===== src/rtl/dmem_responder_pkg.sv =====
// Shared types for the dmem_responder slice: FSM states, op encoding and the latched request record.
// The write buffer is enabled by defining DMEM_WRITE_BUFFER_EN.
package dmem_responder_pkg;

   localparam int DMEM_ADDR_W = 32;
   localparam int DMEM_DATA_W = 32;
   localparam int DMEM_STRB_W = DMEM_DATA_W / 8;

   typedef enum logic [2:0] {
      IDLE    = 3'd0,
      RD_REQ  = 3'd1,
      RD_WAIT = 3'd2,
      WR_REQ  = 3'd3,
      RESP    = 3'd4
   } dmem_state_t;

   localparam logic DMEM_OP_LOAD  = 1'b0;
   localparam logic DMEM_OP_STORE = 1'b1;

   typedef struct packed {
      logic [DMEM_ADDR_W-1:0] addr;
      logic                   op;
      logic [DMEM_DATA_W-1:0] wdata;
      logic [DMEM_STRB_W-1:0] wstrb;
   } dmem_req_t;

   // Memory side is word addressed; byte offset bits are cleared.
   function automatic logic [DMEM_ADDR_W-1:0] word_addr(input logic [DMEM_ADDR_W-1:0] a);
      return a & ~DMEM_ADDR_W'(3);
   endfunction

endpackage


===== src/rtl/dmem_wbuf.sv =====
// One-entry store buffer: captures a store on push and holds wr_req until memory takes it.
// Instantiated by dmem_responder only when DMEM_WRITE_BUFFER_EN is defined.
module dmem_wbuf
   import dmem_responder_pkg::*;
(
   input  logic                   clk,
   input  logic                   rst,
   input  logic                   push,
   input  dmem_req_t              push_req,
   output logic                   empty,
   output logic                   wr_req,
   output logic [DMEM_ADDR_W-1:0] wr_addr,
   output logic [DMEM_DATA_W-1:0] wr_data,
   output logic [DMEM_STRB_W-1:0] wr_wstrb,
   input  logic                   wr_rdy
);

   logic      full_q;
   dmem_req_t ent_q;
   logic      unused_op;

   // The parent only pushes while empty, so push and drain never collide.
   always_ff @(posedge clk) begin
      if (rst) begin
         full_q <= 1'b0;
         ent_q  <= '0;
      end else begin
         if (push) begin
            full_q <= 1'b1;
            ent_q  <= push_req;
         end else if (full_q && wr_rdy) begin
            full_q <= 1'b0;
         end
      end
   end

   assign empty     = !full_q;
   assign wr_req    = full_q;
   assign wr_addr   = ent_q.addr;
   assign wr_data   = ent_q.wdata;
   assign wr_wstrb  = ent_q.wstrb;
   assign unused_op = ent_q.op;

endmodule


===== src/rtl/dmem_responder.sv =====
// Uncached data-memory responder: one load/store per handshake, one bus transaction each.
// Define DMEM_WRITE_BUFFER_EN to complete stores early through a one-entry write buffer.
module dmem_responder
   import dmem_responder_pkg::*;
#(
   parameter int ADDR_W = DMEM_ADDR_W,
   parameter int DATA_W = DMEM_DATA_W
) (
   input  logic                clk,
   input  logic                rst,
   input  logic                valid,
   input  logic                op,
   input  logic [ADDR_W-1:0]   virtual_addr,
   input  logic [DATA_W-1:0]   wdata,
   input  logic [DATA_W/8-1:0] wstrb,
   output logic                addr_ok,
   output logic                data_ok,
   output logic [DATA_W-1:0]   rdata,
   output logic                rd_req,
   output logic [ADDR_W-1:0]   rd_addr,
   input  logic                rd_rdy,
   input  logic                ret_valid,
   input  logic [DATA_W-1:0]   ret_data,
   output logic                wr_req,
   output logic [ADDR_W-1:0]   wr_addr,
   output logic [DATA_W-1:0]   wr_data,
   output logic [DATA_W/8-1:0] wr_wstrb,
   input  logic                wr_rdy,
   output dmem_state_t         dbg_state
);

`ifdef DMEM_WRITE_BUFFER_EN
   localparam bit WBUF_EN = 1'b1;
`else
   localparam bit WBUF_EN = 1'b0;
`endif

   // valid/ready: a request transfers on a cycle where valid && addr_ok; the
   // memory side transfers on rd_req && rd_rdy / wr_req && wr_rdy, and the
   // request outputs hold steady until that transfer.
   dmem_state_t       state;
   dmem_state_t       state_nxt;
   dmem_req_t         req_q;
   dmem_req_t         req_d;
   logic [DATA_W-1:0] rdata_q;
   logic              wbuf_empty;
   logic              accept;
   logic              unused_req;

   always_comb begin
      req_d       = '0;
      req_d.addr  = word_addr(virtual_addr);
      req_d.op    = op;
      req_d.wdata = wdata;
      req_d.wstrb = wstrb;
   end

   assign addr_ok = valid && (state == IDLE) && wbuf_empty;
   assign accept  = addr_ok;

   always_ff @(posedge clk) begin
      if (rst) begin
         state   <= IDLE;
         req_q   <= '0;
         rdata_q <= '0;
      end else begin
         state <= state_nxt;
         if (accept) begin
            req_q <= req_d;
         end
         if ((state == RD_WAIT) && ret_valid) begin
            rdata_q <= ret_data;
         end
      end
   end

   // A buffered store completes straight from IDLE; its bus write drains in dmem_wbuf.
   always_comb begin
      state_nxt = state;
      case (state)
         IDLE: begin
            if (accept) begin
               if (op == DMEM_OP_LOAD) begin
                  state_nxt = RD_REQ;
               end else begin
                  state_nxt = WBUF_EN ? RESP : WR_REQ;
               end
            end
         end
         RD_REQ: begin
            if (rd_rdy) state_nxt = RD_WAIT;
         end
         RD_WAIT: begin
            if (ret_valid) state_nxt = RESP;
         end
         WR_REQ: begin
            if (wr_rdy) state_nxt = RESP;
         end
         RESP: begin
            state_nxt = IDLE;
         end
         default: begin
            state_nxt = IDLE;
         end
      endcase
   end

   assign rd_req    = (state == RD_REQ);
   assign rd_addr   = req_q.addr;
   assign data_ok   = (state == RESP);
   assign rdata     = rdata_q;
   assign dbg_state = state;

`ifdef DMEM_WRITE_BUFFER_EN
   assign unused_req = ^{req_q.op, req_q.wdata, req_q.wstrb};

   dmem_wbuf u_wbuf (
      .clk      (clk),
      .rst      (rst),
      .push     (accept && (op == DMEM_OP_STORE)),
      .push_req (req_d),
      .empty    (wbuf_empty),
      .wr_req   (wr_req),
      .wr_addr  (wr_addr),
      .wr_data  (wr_data),
      .wr_wstrb (wr_wstrb),
      .wr_rdy   (wr_rdy)
   );
`else
   assign unused_req = req_q.op;
   assign wbuf_empty = 1'b1;
   assign wr_req     = (state == WR_REQ);
   assign wr_addr    = req_q.addr;
   assign wr_data    = req_q.wdata;
   assign wr_wstrb   = req_q.wstrb;
`endif

endmodule


===== config.mk =====
export PLATFORM = sky130hd
export DESIGN_NAME = dmem_responder
export DESIGN_NICKNAME = d
export VERILOG_FILES = /design/src/rtl/dmem_responder_pkg.sv /design/src/rtl/dmem_wbuf.sv /design/src/rtl/dmem_responder.sv
export SDC_FILE = /design/constraint.sdc
export NUM_CORES = 1
export LEC_CHECK = 0
export BUFFER_PORTS_ARGS = -buffer_cell sky130_fd_sc_hd__clkbuf_2
export CAP_MARGIN = 40
export CORE_AREA = 4 4 117 86
export CTS_BUF_LIST = sky130_fd_sc_hd__clkbuf_8
export CTS_CLUSTER_SIZE = 8
export DETAILED_ROUTE_END_ITERATION = 7
export DIE_AREA = 0 0 121 90
export PLACE_DENSITY = 0.81
export SETUP_SLACK_MARGIN = 0.15
export SYNTH_ARGS = -nofsm -noshare
export SYNTH_HDL_FRONTEND = slang
export SYNTH_HIERARCHICAL = 1
export SYNTH_SLANG_ARGS = --single-unit

===== constraint.sdc =====
create_clock -name clk -period 2.05 [get_ports clk]
set_input_delay 0.205 -clock clk [delete_from_list [all_inputs] [get_ports clk]]
set_output_delay 0.205 -clock clk [all_outputs]
set_load 0.02 [all_outputs]

==> results of run 1 <==
## state kept, by name (all words and copies together) (netlist names)
signal / flops
wr_data: 32
rdata: 32
wr_wstrb: 4
rd_addr: 30
dbg_state: 3
## metal layers
metal  wire, um  part of all wire [%]  GRT usage (%)
met3       1020                   9.8           7.53
met1       4130                    39           21.8
met4        170                   1.6           5.38
met2       5150                    49           32.1
met5          0                     0              0
## cells by family (layout without fill, tap and decap cells)
family	count (synthesis)	count (layout)	synth area share (%)
simple gates	206	206	21.2
compound gates	104	104	13.8
flops	101	101	52.6
buf+inv	73	268	12.0
other cells	1	4	0.0975
mux	1	1	0.260
## through the flow
stage | setup slack (ps) | instances | power (uW) | hold WS, ps | utilization (%)
2_1_floorplan | 329 | 489 | 2980 | 341 | -
3_3_place_gp | 334 | 792 | 3280 | 427 | 54.9
3_5_place_dp | 270 | 792 | 3310 | 433 | 54.9
4_1_cts | 259 | 808 | 4600 | 26.4 | 57.3
5_1_grt | 225 | 808 | 4800 | 25.1 | 57.3
6_report | 311 | 808 | 4540 | 55.3 | 57.3
## final cells by class
type                            instances  area, um2
Fill cell                             814       3790
Sequential cell                       101       2020
Multi-Input combinational cell        315       1390
Timing Repair Buffer                  250       1310
Tap cell                              124        155
Clock buffer                           10        138
Clock inverter                          6       70.1
Inverter                                2       8.76
## final timing paths
| check | end | slack (ps) | depth (start not counted) |
|---|---|---|---|
| min | rdata[11]$_SDFFE_PP0P_ | 60 | 3 |
| min reg2reg | wr_data[2]$_SDFFE_PP0P_ | 460 | 2 |
| max | addr_ok | 310 | 3 |
| max reg2reg | wr_data[17]$_SDFFE_PP0P_ | 470 | 5 |
## worst reg2reg max path: stages, from the launching register on
cell and delay, ps:
dfxtp_1 320, or4b_4 560, clkinv_2 110, buf_4 280, nand2_1 80, a21oi_1 150
## power by group
part | leakage [uW] | internal, uW | switching (uW)
combinational | 0.00150 | 368 | 684
clock | 0.0000951 | 604 | 679
sequential | 0.000825 | 2110 | 88.7
total | 0.00242 | 3090 | 1450
## cells in the final DEF (no fill, tap or decap), types with 2 or more instances in the layout
cell type and instances:
conb_1 4, nor3b_1 3, dfxtp_1 101, clkbuf_8 10, nand2_1 196, nand2b_1 2, clkinvlp_4 3, buf_12 2
buf_4 10, a21oi_1 101, clkbuf_2 237
==> impl_metrics.yaml, run 1 <==
sta:
  fin_crit_ps: 1740
  fmax_ghz: 0.575
  fin_tns_setup_ps: 0
  setup_viol: 0
  fin_crit_sh_pct: 84.8
  finalHoldViolCount: 0
  rsz0062_at_grt: "false"
  relSlewSlack_pct: 51.2
  skew_ps: 5.70
  tightest_slew_ps: 733
  slew_violations: 0
setup_path:
  cp.arrival_ps: 1530
  critPathRequiredTime_ps: 1850
  slowest_stage: "or4b_4"
  crit_path_start: "dbg_state[2]$_SDFFE_PP0P_"
  path_max_fanout: 4
  rr_startpoint: "dbg_state[2]$_SDFFE_PP0P_"
  worstSetupStartpointType: "flip-flop"
  worstPathCellList: "or4b_4, clkinv_2, clkbuf_4"
  worst-path-buf-inv: 2
  crit_family: "simple AND/OR/NAND/NOR gates"
  path_class: "reg -> out"
  crit_path_end_kind: "output port"
  slowest_delay_ps: 560
cts:
  numCtsBuffers: 9
  ctsResizeCount: 2
  clkSlewWorstSetupHoldPaths_ps: 100
  clockBufferDepth: 2
  htreeDepth: 3
  worstSkewPairLatency_ps: 350
  cts_tree: "built"
  post-cts-setup-buffer-count: 0
  cts_hold_buf: 0
  cts_sinks: 101
  cts_root_buf: "clkbuf_8"
synthesis:
  synthTopCellsByCount: "nand2_1 (196), a21oi_1 (101), dfxtp_1 (101)"
  yosysWarnings: 6
  synthArstFlopShare_pct: 0
  syn_inst: 486
  synth.most_common_cell: "nand2_1"
  synth_seq_cells: 101
  synth.cell_area_um2: 3850
  synthFlopType: "dfxtp_1"
  synth_edf_count: 0
  netlist.area_leader.share_pct: 52.6
  yosys-top-cells-area: "dfxtp_1 (53%), nand2_1 (19%), a21oi_1 (13%), buf_4 (6.6%), buf_2 (1.8%)"
  yosysSeqAreaShare_pct: 52.6
  avgSynthCellArea_um2: 7.91
  ys_types: 22
  synth_area_leader_cell: "dfxtp_1"
flow_run:
  cap_viol_max_count: 0
floorplan:
  io_pins: 246
  dieArea_um2: 10900
  rows: 29
  die_y_um: 90
  core-area_um2: 8890
  die_w_um: 121
  start_util_pct: 43.3
placement:
  io_buffers: 239
  post_dp_cell_area_um2: 4880
  dp_hpwl_um: 7980
  globalplace.congestion: 0.793
drt:
  vias_per_cell: 4.60
  drtIter0Drc: 124
  postRouteAntennaNets: 0
  avgRoutedWirePerCell_um: 13.0
  firstDrtPassIters: 4
  drc: 0
  vias: 3718
  finalWirelength_um: 10500
cells_and_area:
  drive_above_1_share_pct: 39.3
  fin_area_um2: 5090
  finalNetCount: 786
  syn2layout_area_growth_pct: 32.5
  antenna_cells: 0
global_routing:
  grt_overflow: 0
  grt.total_usage_pct: 18.9
  antenna_found_initial: 0
  grt_first_pass_wirelength_um: 16900
  grt_pass1_vias: 3461
  grt_max_degree: 73
power_and_ir_drop:
  max-vdd-ir-drop_mv: 0.690
  power.density_nw_per_um2: 891
  p_leak_uw: 0.00242
min_path:
  hold_class: "in -> reg"
  hold_start: "ret_data[11]"
run_status:
  outcome: "complete, no violations"
Note: power is estimated with default switching activity, not from simulation.
==> run 2: changes to the inputs <==
- clock period: 2.05 -> 1.75 ns (I/O delays scaled with it)
==> run 2 against run 1 <==
  * Clock skew up 3.0 ps
  * Global-route usage fell by 0.27 points
  * Non-clock buffer count increased by 3
  * Final cell count grew 0.37%
  * Critical path depth did not move
  * First-iteration DRC count down 4.8%
  * Clock power grew 15%
  * Core utilization is 0.75 points higher
  * Flip-flop and latch count unchanged
  * Via count grew 1.3%
  * Register-to-register slack worse by 310 ps
  * Routed wire length up 1.1%
  * Highest routed layer unchanged
==> impl_metrics.yaml, run 2 (synthesis gave the netlist of run 1 again) <==
cts:
  htreeDepth: 3
  cts_tree: "built"
  numCtsBuffers: 9
  cts_sinks: 101
  clockBufferDepth: 2
  worstSkewPairLatency_ps: 360
  clkSlewWorstSetupHoldPaths_ps: 100
  cts_root_buf: "clkbuf_8"
setup_path:
  crit_path_end_kind: "output port"
  path_max_fanout: 4
  slowest_delay_ps: 570
  worst-path-buf-inv: 2
  cp.arrival_ps: 1450
  worstPathCellList: "or4b_4, clkinv_4, buf_6"
  path_class: "reg -> out"
  slowest_stage: "or4b_4"
  worstSetupStartpointType: "flip-flop"
  crit_family: "simple AND/OR/NAND/NOR gates"
  critPathRequiredTime_ps: 1570
cells_and_area:
  mostFrequentLayoutCells: "clkbuf_2 (236), nand2_1 (196), a21oi_1 (100), dfxtp_1 (100), clkbuf_8 (10)"
  final_cells: 811
  antenna_cells: 0
  finalNetCount: 789
  fillCellCount: 817
  layout_commonest_cell: "clkbuf_2"
  drive_above_1_share_pct: 39.7
  syn2layout_area_growth_pct: 34.2
power_and_ir_drop:
  internal-power_uw: 3640
  max-vdd-ir-drop_mv: 0.723
  p_leak_uw: 0.00245
  pwr-share-seq_pct: 48.4
  power.density_nw_per_um2: 1030
  comb_power_share_pct: 23.9
  power_frac_clock_pct: 27.6
  p_switching_uw: 1690
  sw_frac_of_total_pct: 31.7
drt:
  postRouteAntennaNets: 0
  vias_per_cell: 4.64
  drtIter0Drc: 118
  avgRoutedWirePerCell_um: 13.1
  vias: 3767
  drc: 0
  finalWirelength_um: 10600
  firstDrtPassIters: 4
sta:
  fin_tns_setup_ps: 0
  fin_crit_sh_pct: 92.9
  tightest_slew_ps: 603
  fin_crit_ps: 1630
  rsz0062_at_grt: "true"
  slew_violations: 0
  finalHoldViolCount: 0
  skew_ps: 8.75
  hold_slack_ps: 29.0
  fmax_ghz: 0.615
  relSlewSlack_pct: 59.8
  setup_viol: 0
placement:
  dp_hpwl_um: 8120
  dp_cells: 794
  globalplace.congestion: 0.756
  io_buffers: 239
flow_run:
  cap_viol_max_count: 0
global_routing:
  grt.total_usage_pct: 18.6
  grt_overflow: 0
  grt_max_degree: 58
  antenna_found_initial: 0
  grt_pass1_vias: 3587
  grt_first_pass_wirelength_um: 16700
floorplan:
  start_util_pct: 43.3
  die_y_um: 90
  core-area_um2: 8890
  io_pins: 246
  dieArea_um2: 10900
  rows: 29
  die_w_um: 121
run_status:
  outcome: "complete, no violations"
min_path:
  hold_class: "in -> reg"
[run 2: cell count changes in the layout (fill, tap and decap cells not counted), sizes merged]
cell / previous run / this run
inv: 2 / 3
clkinvlp: 3 / 2
buf: 12 / 17
clkbuf: 248 / 246
[run 2: timing repair]
item                       CTS  global route
pin swaps                    0             1
buffers inserted             1             0
hold buffers                 0             0
gates resized for setup      2             7
hold endpoints to repair     0             0
setup endpoints to repair   67            34
[run 2: per-stage QoR]
| step | area, um2 | worst slack [ps] | utilization, % | power [uW] |
|---|---|---|---|---|
| after global routing | 5160 | 60.4 | 58.1 | 5610 |
| after floorplan | 3910 | 160 | - | 3520 |
| final | 5160 | 123 | 58.1 | 5330 |
| after detailed placement | 4930 | 99.3 | 55.4 | 3900 |
| after CTS | 5140 | 64.6 | 57.8 | 5390 |
| after global placement | 4930 | 140 | 55.4 | 3860 |
[run 2: power groups by stage]
stage	sequential (uW)	clock (uW)	combinational [uW]
floorplan	2840	0	683
global placement	2620	0	1240
detailed placement	2640	0	1260
CTS	2580	1530	1270
global route	2600	1610	1390
finish	2580	1470	1270
[run 2: final timing paths]
| kind | start | to | slack (ps) | depth (start not counted) |
|---|---|---|---|---|
| worst max-delay path | dbg_state[2]$_SDFFE_PP0P_ | addr_ok | 120 | 3 |
| worst min-delay path | wdata[1] | wr_data[1]$_SDFFE_PP0P_ | 30 | 3 |
| worst max register to register | dbg_state[2]$_SDFFE_PP0P_ | wr_data[17]$_SDFFE_PP0P_ | 160 | 6 |
| worst min register to register | rdata[2]$_SDFFE_PP0P_ | rdata[2]$_SDFFE_PP0P_ | 460 | 2 |
[run 2: cell type report]
cell class,instances,area (um2),area share [%]
clock inverters,6,62.6,1.21
well taps,124,155,3.01
flip-flops and latches,101,2030,39.2
multi-input cells,315,1400,27.1
clock buffers,10,138,2.67
repair buffers,253,1370,26.6
inverters,2,12.5,0.242
[run 2: layer usage]
| layer | share of wire [%] | up-vias | track usage (%) |
|---|---|---|---|
| li1 | - | 1909 | - |
| met1 | 38 | 1686 | 19.6 |
| met2 | 50 | 151 | 34.0 |
| met3 | 9.5 | 21 | 6.90 |
| met4 | 1.9 | 0 | 6.04 |
| met5 | 0 | - | 0 |
[run 2: tightest hold or removal path, stage by stage]
cell	delay [ps]
clkbuf_2	80
nand2_1	50
a21oi_1	50
